<file path="src/rtl/dl_ram_writer_pkg.sv">
// -----------------------------------------------------------------------------
// dl_pkg
// Shared types and widths for the download-to-RAM writer:
//   DL_AW / DL_DW : RAM word-address and data widths
//   dl_state_e    : request FSM states (DL_IDLE, DL_REQ)
//   dl_entry_t    : FIFO entry {addr, data}
// -----------------------------------------------------------------------------
package dl_pkg;

    localparam int DL_AW = 24;
    localparam int DL_DW = 16;

    typedef enum logic {
        DL_IDLE = 1'b0,
        DL_REQ  = 1'b1
    } dl_state_e;

    typedef struct packed {
        logic [DL_AW-1:0] addr;
        logic [DL_DW-1:0] data;
    } dl_entry_t;

endpackage

</file>
<file path="src/rtl/dl_ram_writer_if.sv">
// -----------------------------------------------------------------------------
// dl_ram_writer_if
// Request/acknowledge write port towards the system RAM controller.
//   mem_req  : write request, held until acknowledged
//   mem_addr : RAM word address
//   mem_data : write data
//   mem_ack  : one-cycle accept pulse from the RAM controller
// Modports: master (writer side), slave (RAM controller side).
// -----------------------------------------------------------------------------
interface dl_ram_writer_if;
    import dl_pkg::*;

    logic             mem_req;
    logic [DL_AW-1:0] mem_addr;
    logic [DL_DW-1:0] mem_data;
    logic             mem_ack;

    modport master (
        output mem_req,
        output mem_addr,
        output mem_data,
        input  mem_ack
    );

    modport slave (
        input  mem_req,
        input  mem_addr,
        input  mem_data,
        output mem_ack
    );

endinterface

</file>
<file path="src/rtl/dl_ram_writer_fifo.sv">
// -----------------------------------------------------------------------------
// dl_fifo
// Small synchronous FIFO of dl_entry_t words that absorbs RAM latency.
//   clk, reset_n : clock, asynchronous active-low reset (empties the FIFO)
//   push, din    : write request and entry; ignored when full unless popping
//   pop          : remove head entry; ignored when empty
//   dout         : head entry, driven from the registered storage slot
//   full, empty  : status from pointers carrying one extra wrap bit
// DEPTH must be a power of two, 2..16.
// -----------------------------------------------------------------------------
module dl_fifo
    import dl_pkg::*;
#(
    parameter int DEPTH = 4
) (
    input  logic      clk,
    input  logic      reset_n,
    input  logic      push,
    input  logic      pop,
    input  dl_entry_t din,
    output dl_entry_t dout,
    output logic      full,
    output logic      empty
);

    localparam int AW = $clog2(DEPTH);

    logic [AW:0] r_wr_ptr;
    logic [AW:0] r_rd_ptr;
    logic        w_wr_en;
    logic        w_rd_en;
    dl_entry_t   w_slots [DEPTH];

    // Extra MSB distinguishes full (wrapped once) from empty.
    assign empty = (r_wr_ptr == r_rd_ptr);
    assign full  = (r_wr_ptr[AW] != r_rd_ptr[AW]) &&
                   (r_wr_ptr[AW-1:0] == r_rd_ptr[AW-1:0]);

    assign w_rd_en = pop & ~empty;
    // A pop in the same cycle frees the slot, so a full FIFO can still accept.
    assign w_wr_en = push & (~full | w_rd_en);

    always_ff @(posedge clk or negedge reset_n) begin
        if (!reset_n) begin
            r_wr_ptr <= '0;
            r_rd_ptr <= '0;
        end else begin
            if (w_wr_en) r_wr_ptr <= r_wr_ptr + (AW+1)'(1);
            if (w_rd_en) r_rd_ptr <= r_rd_ptr + (AW+1)'(1);
        end
    end

    // Storage slots need no reset: the pointers alone define validity.
    for (genvar gi = 0; gi < DEPTH; gi++) begin : g_slot
        dl_entry_t r_slot;

        always_ff @(posedge clk) begin
            if (w_wr_en && (r_wr_ptr[AW-1:0] == AW'(gi))) begin
                r_slot <= din;
            end
        end

        assign w_slots[gi] = r_slot;
    end

    assign dout = w_slots[r_rd_ptr[AW-1:0]];

endmodule

</file>
<file path="src/rtl/dl_ram_writer.sv">
// -----------------------------------------------------------------------------
// dl_ram_writer
// Commits 16-bit words from the SPI download controller to system RAM.
//   clk, reset_n        : system clock, asynchronous active-low reset
//   dl_wr               : word strobe (one push per rising edge)
//   dl_addr, dl_data    : byte address (bit 0 unused) and word data
//   downloading         : download active; its rising edge starts a new session
//   mem (master)        : RAM request/acknowledge write port
//   cpu_hold            : stall CPU while downloading or writes are pending
//   done                : one-cycle pulse when a seen download has fully drained
//   overflow            : sticky, a word was dropped on a full FIFO
//   words               : words acknowledged by RAM in the current download
//   csum (DL_CHECKSUM_EN only) : 16-bit additive sum of acknowledged data
// Build option: define DL_CHECKSUM_EN to add the csum output and its adder.
// -----------------------------------------------------------------------------
module dl_ram_writer
    import dl_pkg::*;
#(
    parameter int DEPTH = 4,
    parameter int CNT_W = 24
) (
    input  logic              clk,
    input  logic              reset_n,
    input  logic              dl_wr,
    input  logic [24:0]       dl_addr,
    input  logic [15:0]       dl_data,
    input  logic              downloading,
    dl_ram_writer_if.master   mem,
    output logic              cpu_hold,
    output logic              done,
    output logic              overflow,
    output logic [CNT_W-1:0]  words
`ifdef DL_CHECKSUM_EN
    ,
    output logic [DL_DW-1:0]  csum
`endif
);

    logic             r_wr_q;
    logic             r_dl_q;
    logic             r_seen;
    logic             r_overflow;
    logic [CNT_W-1:0] r_words;
    dl_state_e        r_state;
    dl_state_e        w_state_next;
    logic [DL_AW-1:0] r_mem_addr;
    logic [DL_DW-1:0] r_mem_data;

    logic             w_push;
    logic             w_pop;
    logic             w_load;
    logic             w_ack_ok;
    logic             w_full;
    logic             w_empty;
    logic             w_drop;
    logic             w_dl_rise;
    logic             w_done;
    dl_entry_t        w_din;
    dl_entry_t        w_head;
    logic             w_unused_addr0;

    // Byte address bit 0 is always zero for word writes.
    assign w_unused_addr0 = dl_addr[0];

    assign w_push    = dl_wr & ~r_wr_q;
    assign w_dl_rise = downloading & ~r_dl_q;
    assign w_din     = {dl_addr[24:1], dl_data};
    assign w_drop    = w_push & w_full & ~w_pop;

    dl_fifo #(
        .DEPTH (DEPTH)
    ) u_fifo (
        .clk     (clk),
        .reset_n (reset_n),
        .push    (w_push),
        .pop     (w_pop),
        .din     (w_din),
        .dout    (w_head),
        .full    (w_full),
        .empty   (w_empty)
    );

    // ---------------- request FSM ----------------
    always_ff @(posedge clk or negedge reset_n) begin
        if (!reset_n) begin
            r_state <= DL_IDLE;
        end else begin
            r_state <= w_state_next;
        end
    end

    always_comb begin
        w_state_next = r_state;
        w_pop        = 1'b0;
        w_load       = 1'b0;
        w_ack_ok     = 1'b0;
        case (r_state)
            DL_IDLE: begin
                // An ack arriving here is stale and deliberately ignored.
                if (!w_empty) begin
                    w_pop        = 1'b1;
                    w_load       = 1'b1;
                    w_state_next = DL_REQ;
                end
            end
            DL_REQ: begin
                if (mem.mem_ack) begin
                    w_ack_ok     = 1'b1;
                    w_state_next = DL_IDLE;
                end
            end
            default: w_state_next = DL_IDLE;
        endcase
    end

    // ---------------- datapath / status registers ----------------
    always_ff @(posedge clk or negedge reset_n) begin
        if (!reset_n) begin
            r_wr_q     <= 1'b0;
            r_dl_q     <= 1'b0;
            r_seen     <= 1'b0;
            r_overflow <= 1'b0;
            r_words    <= '0;
            r_mem_addr <= '0;
            r_mem_data <= '0;
        end else begin
            r_wr_q <= dl_wr;
            r_dl_q <= downloading;

            if (w_load) begin
                r_mem_addr <= w_head.addr;
                r_mem_data <= w_head.data;
            end

            // A word dropped in the very cycle of a new download belongs to it.
            if (w_dl_rise)   r_overflow <= w_drop;
            else if (w_drop) r_overflow <= 1'b1;

            if (w_dl_rise)     r_words <= '0;
            else if (w_ack_ok) r_words <= r_words + CNT_W'(1);

            if (w_dl_rise)   r_seen <= 1'b1;
            else if (w_done) r_seen <= 1'b0;
        end
    end

`ifdef DL_CHECKSUM_EN
    logic [DL_DW-1:0] r_csum;

    always_ff @(posedge clk or negedge reset_n) begin
        if (!reset_n) begin
            r_csum <= '0;
        end else if (w_dl_rise) begin
            r_csum <= '0;
        end else if (w_ack_ok) begin
            r_csum <= r_csum + r_mem_data;
        end
    end

    assign csum = r_csum;
`endif

    // mem_req follows the state register so reset removes it without a clock.
    assign mem.mem_req  = (r_state == DL_REQ);
    assign mem.mem_addr = r_mem_addr;
    assign mem.mem_data = r_mem_data;

    assign w_done   = r_seen & ~downloading & w_empty & (r_state == DL_IDLE);
    assign done     = w_done;
    assign cpu_hold = downloading | ~w_empty | (r_state == DL_REQ);
    assign overflow = r_overflow;
    assign words    = r_words;

endmodule
</file>
<file path="src/flat_wrapper.sv">
// flat-port wrapper written by rule: the top's interface ports become plain ports
module dl_ram_writer_flat import dl_pkg::*;
#(
    parameter int DEPTH = 4,
    parameter int CNT_W = 24
)
  (clk, reset_n, dl_wr, dl_addr, dl_data, downloading, cpu_hold, done, overflow, words, mem_mem_req, mem_mem_addr, mem_mem_data, mem_mem_ack);
  dl_ram_writer_if mem_i ();
  input  logic clk;
  input  logic reset_n;
  input  logic dl_wr;
  input  logic [24:0] dl_addr;
  input  logic [15:0] dl_data;
  input  logic downloading;
  output logic cpu_hold;
  output logic done;
  output logic overflow;
  output logic [CNT_W-1:0] words;
  output wire logic [$bits(mem_i.mem_req)-1:0] mem_mem_req;
  output wire logic [$bits(mem_i.mem_addr)-1:0] mem_mem_addr;
  output wire logic [$bits(mem_i.mem_data)-1:0] mem_mem_data;
  input wire logic [$bits(mem_i.mem_ack)-1:0] mem_mem_ack;
  assign mem_mem_req = mem_i.mem_req;
  assign mem_mem_addr = mem_i.mem_addr;
  assign mem_mem_data = mem_i.mem_data;
  assign mem_i.mem_ack = mem_mem_ack;
  dl_ram_writer #(.DEPTH(DEPTH), .CNT_W(CNT_W)) u_core (.clk(clk), .reset_n(reset_n), .dl_wr(dl_wr), .dl_addr(dl_addr), .dl_data(dl_data), .downloading(downloading), .mem(mem_i), .cpu_hold(cpu_hold), .done(done), .overflow(overflow), .words(words));
endmodule
</file>
<file path="config.mk">
export PLATFORM = sky130hd
export DESIGN_NAME = dl_ram_writer_flat
export DESIGN_NICKNAME = d
export VERILOG_FILES = /design/src/rtl/dl_ram_writer_pkg.sv /design/src/rtl/dl_ram_writer_if.sv /design/src/rtl/dl_ram_writer_fifo.sv /design/src/rtl/dl_ram_writer.sv /design/src/flat_wrapper.sv
export SDC_FILE = /design/constraint.sdc
export NUM_CORES = 1
export LEC_CHECK = 0
export BUFFER_PORTS_ARGS = -buffer_cell sky130_fd_sc_hd__buf_2
export CAP_MARGIN = 25
export CORE_MARGIN = 2
export CORE_UTILIZATION = 34
export CTS_BUF_LIST = sky130_fd_sc_hd__clkbuf_4 sky130_fd_sc_hd__clkbuf_8 sky130_fd_sc_hd__clkbuf_16
export DETAILED_ROUTE_END_ITERATION = 10
export GPL_TIMING_DRIVEN = 0
export MAX_ROUTING_LAYER = met4
export SYNTH_ARGS = -nofsm -noshare
export SYNTH_HDL_FRONTEND = slang
export SYNTH_SLANG_ARGS = --single-unit
</file>
<file path="constraint.sdc">
create_clock -name clk -period 4.2 [get_ports clk]
set_input_delay 0.42 -clock clk [delete_from_list [all_inputs] [get_ports clk]]
set_output_delay 0.42 -clock clk [all_outputs]
set_load 0.005 [all_outputs]
</file>
==> reports/metrics.yaml, run 1 <==
outcome: "complete, no violations"
hpwl_mm: 11.6
rrSetupSlack_ns: 1.88
met1_length_mm: 7.76
critical_path_class: "reg2out"
ff2ff_path_depth: 5
routedWlPerCell_microns: 19.0
gr-total-overflow: 0
die_area_sq_um: 28100
start_kind: "flop"
fmax_mhz: 387
final_design_area_no_fill_sq_um: 11100
peakVddDrop_uv: 361
syn_avg_cell_area_sq_um: 19.3
yosys_most_used_dff: "edfxtp_1"
rr_endpoint: "u_core.u_fifo.g_slot[2].r_slot[34]$_DFFE_PP_"
power_uw: 7390
syn_to_final_growth_pct: 22.3
slowest_delay_ns: 0.37
drtPass1Iterations: 4
endpoint_kind: "output pin"
multi_input_area_sq_um: 2260
via_per_inst: 4.88
clk_pin_slew_ns: 0.06
post-route-min-period_ns: 2.58
post-route-period-util_pct: 61.5
synth_edf_count: 160
power-per-cell-area_nw_per_um2: 664
clkSinkCount: 235
grt_max_degree: 53
ant_nets: 0
cp_cell_sequence: "buf_2, xnor2_2, nand3_1, nor3_1, and2_1, buf_2"
final_cells: 978
dpl_cell_area_sq_um: 10200
synth_seq_area_share_pct: 73.5
ff_latch_area_sq_um: 6680
hold_path_depth: 1
ys.warnings.count: 0
setup_viol: 0
clk_latency_ns: 0.54
met2WireLength_mm: 9.22
syn_area_sq_um: 9090
highest_layer: "met4"
holdPathEnd: "u_core.r_dl_q$_DFF_PN0_"
rows: 59
cts_resized: 0
worst-slew-pin-transition_ns: 0.665
routed_wl_mm: 18.6
num_vias: 4771
drc_errors: 0
setup.worst_path.start: "u_core.u_fifo.r_rd_ptr[0]$_DFFE_PN0P_"
boundaryPins: 114
dieHeight_microns: 168
numPortBuffers: 112
synth_seq_cells: 235
clockBufferDepth: 3
start_util_pct: 34.8
fin_nets: 671
hold_class: "in2reg"
post_cts_buffers: 0
fillers: 2334
cts_hold_buf: 2
dr_wl_met3_mm: 1.17
grt_pass1_vias: 5223
die_x_microns: 168
crit_top_cell: "buf_2"
critPathMaxFanout: 6
slew_violations: 0
root_buffer: "clkbuf_16"
grt_pass1_wl_mm: 29.3
timing.rr.start: "u_core.u_fifo.r_rd_ptr[0]$_DFFE_PN0P_"
synthArstFlopShare_pct: 31.9
final_util_pct: 42.6
arrival_ns: 2.16
coreArea_sq_um: 26100
drtIter0Drc: 391
place_congestion: 0.849
relSlewSlack_pct: 55.6
syn_inst: 472
cap_violations: 0
antenna_found_initial: 4
rsz0062_at_grt: "false"
finalClockSkew_ns: 0.0126
worstPathRequired_ns: 3.78
h-tree-depth: 1
drive_gt1_share_pct: 36.9
track_usage_pct: 13.8
dp.cells: 924
yosys.cell_types.count: 43
numCtsBuffers: 26
cts_tree: "done"
fin_setup_tns_ns: 0
hold_violations: 0
hp-start: "downloading"
critPathSlowestCell: "dfrtp_1"
syn_nets: 524
p_leak_uw: 0.00418
[layout make-up]
class	count	area share, %
diodes	4	0.0900
plain buffers	21	1.26
clock buffers	38	6.77
clock inverters	10	1.35
inverters	5	0.169
multi-input cells	211	20.3
flip-flops and latches	235	60.1
well taps	335	3.77
repair buffers	119	6.21
[report_power, final]
part	internal (uW)	switching, uW	leakage, uW
registers	2940	194	0.00238
logic	968	946	0.00135
clock network	1440	910	0.000451
total	5340	2050	0.00418
[cells in the final DEF (no fill, tap or decap), types with 3 or more instances in the layout]
cell | netlist | final
xor2_1 | 12 | 12
buf_2 | 4 | 115
clkbuf_4 | 0 | 10
inv_1 | 5 | 5
dfrtp_1 | 75 | 75
xnor2_1 | 4 | 4
and2_2 | 1 | 5
o31ai_1 | 3 | 3
nand4_1 | 4 | 4
or3_1 | 7 | 7
edfxtp_1 | 160 | 160
clkinv_1 | 0 | 3
or4_1 | 5 | 5
buf_6 | 4 | 4
diode_2 | 0 | 4
bufinv_16 | 0 | 3
o21ai_0 | 9 | 9
clkbuf_16 | 0 | 26
a21oi_1 | 11 | 11
buf_4 | 7 | 8
buf_12 | 0 | 4
nor2_1 | 13 | 13
and3_1 | 4 | 4
nand2_1 | 15 | 15
nand3_1 | 9 | 9
mux4_2 | 40 | 40
mux2_2 | 3 | 3
mux2_1 | 38 | 38
clkbuf_1 | 5 | 5
ha_1 | 6 | 6
[worst max-delay path by stage]
| stage | end | slack [ns] | cells past startpoint |
|---|---|---|---|
| floorplan | u_core.u_fifo.g_slot[3].r_slot[0]$_DFFE_PP_ | 1.73 | 4 |
| global placement | u_core.u_fifo.g_slot[3].r_slot[8]$_DFFE_PP_ | 0.73 | 4 |
| detailed placement | u_core.u_fifo.g_slot[2].r_slot[5]$_DFFE_PP_ | 1.82 | 5 |
| CTS | done | 1.58 | 6 |
| global route | done | 1.42 | 6 |
| finish | done | 1.62 | 6 |
[critical path: cells and delay by family, from the launching register on]
kind          cells  cell delay [ns]
xor+xnor          1             0.30
buf+inv           2             0.31
flops             1             0.37
simple gates      3             0.66
[state kept, by name (all words and copies together), names as in the netlist, 3 cells and up]
name,count
u_core.mem.mem_addr,24
u_core.words,24
u_core.u_fifo.g_slot.r_slot,160
u_core.u_fifo.r_wr_ptr,3
u_core.u_fifo.r_rd_ptr,3
u_core.mem.mem_data,16
[per-layer routing]
| metal | up-vias | GRT usage [%] |
|---|---|---|
| li1 | 2160 | - |
| met1 | 2439 | 16.4 |
| met2 | 139 | 23.3 |
| met3 | 33 | 3.88 |
| met4 | 0 | 3.40 |
| met5 | - | - |
[stage by stage]
step           hold WS, ns  setup slack (ns)
2_1_floorplan        0.124              1.73
3_3_place_gp         0.463             0.733
3_5_place_dp         0.399              1.82
4_1_cts             0.0183              1.58
5_1_grt             0.0192              1.42
6_report            0.0496              1.62
[logic make-up (layout without fill, tap and decap cells)]
family | Yosys count | count (layout) | synth area share (%)
AND/OR/NAND/NOR | 77 | 77 | 4.99
buffers and inverters | 26 | 193 | 1.75
flip-flops | 235 | 235 | 73.5
other | 0 | 4 | 0
adder cells (fa/ha/maj) | 6 | 6 | 0.825
XOR/XNOR | 18 | 18 | 1.90
AO/OA/AOI/OAI | 28 | 28 | 1.98
multiplexers | 82 | 82 | 15.1
[synthesized netlist by cell type, types with 2 or more instances]
cell type / n / share of area [%]
edfxtp_1: 160 / 53
dfrtp_1: 75 / 21
mux4_2: 40 / 9.9
mux2_1: 38 / 4.7
nand2_1: 15 / 0.62
nor2_1: 13 / 0.54
xor2_1: 12 / 1.2
a21oi_1: 11 / 0.61
nand3_1: 9 / 0.50
o21ai_0: 9 / 0.50
buf_4: 7 / 0.58
or3_1: 7 / 0.48
ha_1: 6 / 0.83
and2_1: 5 / 0.34
clkbuf_1: 5 / 0.21
inv_1: 5 / 0.21
or4_1: 5 / 0.41
and3_1: 4 / 0.28
buf_2: 4 / 0.22
buf_6: 4 / 0.50
nand4_1: 4 / 0.28
xnor2_1: 4 / 0.39
mux2_2: 3 / 0.37
o31ai_1: 3 / 0.25
and4_1: 2 / 0.19
and4_4: 2 / 0.25
nand2b_1: 2 / 0.14
nand3_4: 2 / 0.39
xnor2_2: 2 / 0.36
(Power assumes the default switching activity.)
==> run 2, diff against run 1 <==
==> constraint.sdc (replaced) <==
create_clock -name clk -period 2.5 [get_ports clk]
set_input_delay 0.25 -clock clk [delete_from_list [all_inputs] [get_ports clk]]
set_output_delay 0.25 -clock clk [all_outputs]
set_load 0.005 [all_outputs]
==> reports/metrics.yaml, run 2 (same netlist as run 1, synthesis figures left out) <==
outcome: "complete, no violations"
p_leak_uw: 0.00436  # +4.2%
fmax_mhz: 431
final_design_area_no_fill_sq_um: 11500  # +3.8%
die_area_sq_um: 28100  # unchanged
post-route-period-util_pct: 92.8
crit_buf_inv: 2  # unchanged
syn_to_final_growth_pct: 27.0
num_vias: 4915  # +3.0%
cp_cell_sequence: "buf_2, xnor2_2, nand3_1, nor3_2, and2_1, buf_2"
clkSinkCount: 235  # unchanged
setup.worst_path.start: "u_core.u_fifo.r_rd_ptr[0]$_DFFE_PN0P_"
h-tree-depth: 1  # unchanged
routed_wl_mm: 18.8  # +1.5%
place_congestion: 0.849  # unchanged
antenna_cells: 0  # -4
drc_errors: 0  # unchanged
grt_pass1_vias: 5416  # +3.7%
crit_top_cell: "buf_2"
cap_violations: 0  # unchanged
endpoint_kind: "output pin"
largest_reg_flops: 160  # unchanged
final_cell_mix: "160 x edfxtp_1, 115 x buf_2, 75 x dfrtp_1"
drtPass1Iterations: 5  # +1
post-route-min-period_ns: 2.32
clockBufferDepth: 3  # unchanged
setup_viol: 0  # unchanged
clk_pin_slew_ns: 0.06  # about the same
dieHeight_microns: 168  # unchanged
antenna_found_initial: 0  # -4
via_per_inst: 4.84  # -0.83%
peakVddDrop_uv: 607  # +68%
worstPathRequired_ns: 2.25  # -1.53 ns
routedWlPerCell_microns: 18.5  # -2.3%
drtIter0Drc: 369  # -5.6%
critical_path_class: "reg2out"
root_buffer: "clkbuf_16"
critPathSlowestCell: "dfrtp_1"
gr-total-overflow: 0  # unchanged
cts_tree: "done"
post_cts_buffers: 0  # unchanged
clk_latency_ns: 0.54  # about the same
timing.rr.start: "u_core.u_fifo.r_rd_ptr[0]$_DFFE_PN0P_"
power-per-cell-area_nw_per_um2: 1080  # +63%
track_usage_pct: 14.0  # +0.18 points
arrival_ns: 2.07  # -0.09 ns
relSlewSlack_pct: 55.9  # +0.25 points
dpl_cell_area_sq_um: 10200  # unchanged
start_util_pct: 34.8  # unchanged
slowest_delay_ns: 0.37  # about the same
coreArea_sq_um: 26100  # unchanged
finalClockSkew_ns: 0.0146  # +0.00198 ns
fin_nets: 713  # +6.3%
start_kind: "flop"
grt_pass1_wl_mm: 29.9  # +2.1%
numPortBuffers: 112  # unchanged
top_register: "u_core.u_fifo.g_slot.r_slot"
worst-slew-pin-transition_ns: 0.662  # -0.00371 ns
hpwl_mm: 11.6  # unchanged
critPathMaxFanout: 6  # unchanged
numCtsBuffers: 26  # unchanged
fillers: 2333  # -0.043%
drive_gt1_share_pct: 34.8  # -2.1 points
ant_nets: 0  # unchanged
final_common_cell: "edfxtp_1"
grt_max_degree: 53  # unchanged
rsz0062_at_grt: "false"
hold_slack_ns: 0.197  # +0.147 ns
rows: 59  # unchanged
critPathTopFamily: "simple AND/OR/NAND/NOR gates"
slew_violations: 0  # unchanged
die_x_microns: 168  # unchanged
boundaryPins: 114  # unchanged
hold_violations: 0  # unchanged
hold_class: "in2async"
[run 2: cell count changes in the layout (fill, tap and decap cells not counted)]
cell / change
dlygate4sd3_1: +42
diode_2: -4
nor3_1: -1
nor3_2: +1
xnor2_2: -1
xnor2_4: +1
[run 2: cell type report]
class / instances / area, sq um / area share [%]
plain buffers: 21 / 140 / 1.21
clock buffers: 38 / 753 / 6.52
clock inverters: 10 / 150 / 1.30
inverters: 5 / 18.8 / 0.162
multi-input cells: 211 / 2280 / 19.7
flip-flops and latches: 235 / 6680 / 57.8
well taps: 335 / 419 / 3.63
repair buffers: 161 / 1110 / 9.62
[run 2: final timing paths]
kind,endpoint,slack [ns],cells past startpoint
setup reg to reg,u_core.u_fifo.g_slot[2].r_slot[34]$_DFFE_PP_,0.18,5
setup / recovery,done,0.18,6
max in group asynchronous,u_core.words[1]$_DFFE_PN0P_,1.66,3
hold / removal,u_core.mem.mem_data[1]$_DFFE_PN0P_,0.20,2
hold reg to reg,u_core.mem.mem_addr[17]$_DFFE_PN0P_,0.48,1
min in group clk,u_core.r_wr_q$_DFF_PN0_,0.43,2
[run 2: through the flow]
step | power (uW) | utilization, % | std cells | setup slack, ns | TNS (ns)
finish | 12500 | 44.2 | 1016 | 0.179 | 0
CTS | 12700 | 44.1 | 1016 | 0.0459 | 0
global placement | 8490 | 38.6 | 919 | -0.967 | -150.62
floorplan | 7430 | - | 472 | 0.0345 | 0
global route | 13200 | 44.2 | 1016 | 0.000733 | 0
detailed placement | 8650 | 39.0 | 924 | 0.121 | 0
[run 2: what timing repair did]
action / in CTS / in global routing
gates resized for setup: 0 / 2
hold endpoints to repair: 186 / 0
endpoints found under the setup margin: 0 / 2
hold buffers: 44 / 0
[run 2: layer usage]
| metal | up-vias | global-route usage [%] | routed length [microns] |
|---|---|---|---|
| met3 | 33 | 3.40 | 1030 |
| met5 | - | - | 0 |
| met4 | 0 | 3.48 | 408 |
| met2 | 139 | 23.9 | 9420 |
| met1 | 2506 | 16.7 | 7990 |
| li1 | 2237 | - | - |
[run 2: report_power, final]
part	internal [uW]	switching [uW]	leakage, uW	total (uW)
combinational	1690	1610	0.00153	3300
sequential	4930	330	0.00238	5260
clock	2410	1530	0.000451	3940
total	9030	3470	0.00436	12500
==> run 3, diff against run 2 <==
--- a/config.mk
+++ b/config.mk
@@ -13,6 +13,7 @@
 export DETAILED_ROUTE_END_ITERATION = 10
 export GPL_TIMING_DRIVEN = 0
 export MAX_ROUTING_LAYER = met4
+export SETUP_SLACK_MARGIN = 0.5
 export SYNTH_ARGS = -nofsm -noshare
 export SYNTH_HDL_FRONTEND = slang
 export SYNTH_SLANG_ARGS = --single-unit
==> reports/metrics.yaml, run 3 (same netlist as run 1, synthesis figures left out) <==
fmax_mhz: 490  # +14%
clk_pin_slew_ns: 0.06  # about the same
setup_viol: 0  # unchanged
grt_use_met3_pct: 3.38  # -0.024 points
p_sw_uw: 3520  # +1.5%
rows: 59  # unchanged
ff2ff_path_depth: 4  # -1
final_cell_mix: "160 x edfxtp_1, 111 x buf_2, 73 x dfrtp_1"
numCtsBuffers: 26  # unchanged
start_util_pct: 34.8  # unchanged
endpoint_kind: "output pin"
gr-total-overflow: 0  # unchanged
drive_gt1_share_pct: 36.7  # +1.9 points
post-route-period-util_pct: 81.7  # -11 points
critical_path_class: "reg2out"
pwr-share-comb_pct: 29.3  # +2.9 points
grt_pass1_wl_mm: 29.4  # -1.7%
fin_setup_tns_ns: 0  # unchanged
power-per-cell-area_nw_per_um2: 1080  # -0.26%
arrival_ns: 1.79  # -0.28 ns
root_buffer: "clkbuf_16"
drtIter0Drc: 360  # -2.4%
antenna_cells: 0  # unchanged
switching_share_pct: 28.0  # +0.22 points
via_per_inst: 4.87  # +0.68%
drtPass1Iterations: 4  # -1
fin_nets: 727  # +2.0%
slew_violations: 0  # unchanged
grt_util_met1_pct: 16.5  # -0.18 points
p_leak_uw: 0.00443  # +1.5%
die_area_sq_um: 28100  # unchanged
p_int_uw: 9070  # +0.41%
hpwl_mm: 11.4  # -1.1%
critPathSlowestCell: "dfrtp_1"
outcome: "complete, no violations"
hold_slack_ns: 0.0412  # -0.156 ns
final_common_cell: "edfxtp_1"
finalClockSkew_ns: 0.00952  # -0.00504 ns
routedWlPerCell_microns: 18.3  # -1.4%
track_usage_pct: 13.8  # -0.14 points
dieHeight_microns: 168  # unchanged
worstPathRequired_ns: 2.25  # about the same
post-route-min-period_ns: 2.04  # -0.279 ns
place_congestion: 0.817  # -3.8%
hold_violations: 0  # unchanged
clockBufferDepth: 3  # unchanged
grt_max_degree: 42  # -21%
dp.cells: 923  # -0.11%
top_usage_layer: "met2"
cap_violations: 0  # unchanged
numPortBuffers: 112  # unchanged
hold_class: "in2reg"
coreArea_sq_um: 26100  # unchanged
clkSinkCount: 235  # unchanged
cp_cell_sequence: "buf_6, xnor2_4, nand3_4, nor3_4, and2_4, buf_6"
crit_top_cell: "buf_6"
slowest_delay_ns: 0.39  # +0.02 ns
start_kind: "flop"
clk_latency_ns: 0.52  # -0.02 ns
grt_pass1_vias: 5365  # -0.94%
top_register: "u_core.u_fifo.g_slot.r_slot"
die_x_microns: 168  # unchanged
largest_reg_flops: 160  # unchanged
peakVddDrop_uv: 753  # +24%
worst-slew-pin-transition_ns: 0.629  # -0.0330 ns
critPathMaxFanout: 4  # -2
drc_errors: 0  # unchanged
cts_tree: "done"
relSlewSlack_pct: 58.1  # +2.2 points
hold_path_depth: 3
met2_usage_pct: 23.8  # -0.13 points
ant_nets: 0  # unchanged
boundaryPins: 114  # unchanged
h-tree-depth: 1  # unchanged
final_cells: 1028  # +1.2%
routed_wl_mm: 18.8  # -0.19%
rsz0062_at_grt: "true"
syn_to_final_growth_pct: 28.2
antenna_found_initial: 0  # unchanged
num_vias: 5007  # +1.9%
p_clk_share_pct: 28.9  # -2.6 points
sequentialPowerShare_pct: 41.9  # -0.2 points
final_util_pct: 44.6  # +0.43 points
## run 3: routing by layer
layer	wire length, microns	vias to the layer above
li1	-	2253
met1	7890	2590
met2	9490	135
met3	1130	29
met4	303	0
met5	0	-
## run 3: critical path, delay by kind of cell (launching register included)
family | cells | cell delay, ns
AND/OR/NAND/NOR | 3 | 0.46
flip-flops | 1 | 0.39
XOR/XNOR | 1 | 0.21
buffers and inverters | 2 | 0.22
## run 3: path summary, 6_finish.rpt
check                                                       from                                           end  slack [ns]
setup / recovery           u_core.u_fifo.r_rd_ptr[1]$_DFFE_PN0P_                                          done        0.46
hold / removal                                       mem_mem_ack                   u_core.words[1]$_DFFE_PN0P_        0.04
setup reg to reg           u_core.u_fifo.r_rd_ptr[0]$_DFFE_PN0P_  u_core.u_fifo.g_slot[3].r_slot[18]$_DFFE_PP_        0.49
hold reg to reg                      u_core.overflow$_DFFE_PN0P_                   u_core.overflow$_DFFE_PN0P_        0.48
max in group asynchronous                                reset_n         u_core.u_fifo.r_wr_ptr[0]$_DFFE_PN0P_        1.59
min in group asynchronous                                reset_n            u_core.mem.mem_data[2]$_DFFE_PN0P_        0.29
## run 3: timing repair
item,4_1_cts,5_1_grt
hold buffers,43,0
setup buffers,13,1
setup endpoints to repair,167,127
cloned,1,1
pin swaps,10,7
resized for setup,16,12
endpoints found under the hold margin,202,0
## run 3: layout make-up
type	count	area, sq um
plain buffers	21	164
clock buffers	29	691
clock inverters	17	131
fillers	2332	14500
inverters	5	18.8
multi-input cells	213	2340
flip-flops and latches	235	6680
well taps	335	419
repair buffers	173	1220
## run 3: power by group through the flow
stage	sequential (uW)	combinational (uW)	clock, uW
floorplan	5300	2130	0
global placement	5300	3190	0
detailed placement	5330	3320	0
CTS	5280	3680	3740
global route	5350	4030	3910
finish	5270	3680	3640
## run 3: stage by stage
stage | power (uW) | cell area [sq um] | setup WS [ns]
final | 12600 | 11700 | 0.459
after global placement | 8480 | 10100 | -0.0932
after detailed placement | 8650 | 10200 | 0.183
after CTS | 12700 | 11600 | 0.357
after global routing | 13300 | 11700 | 0.349
after floorplan | 7430 | 9100 | 0.472
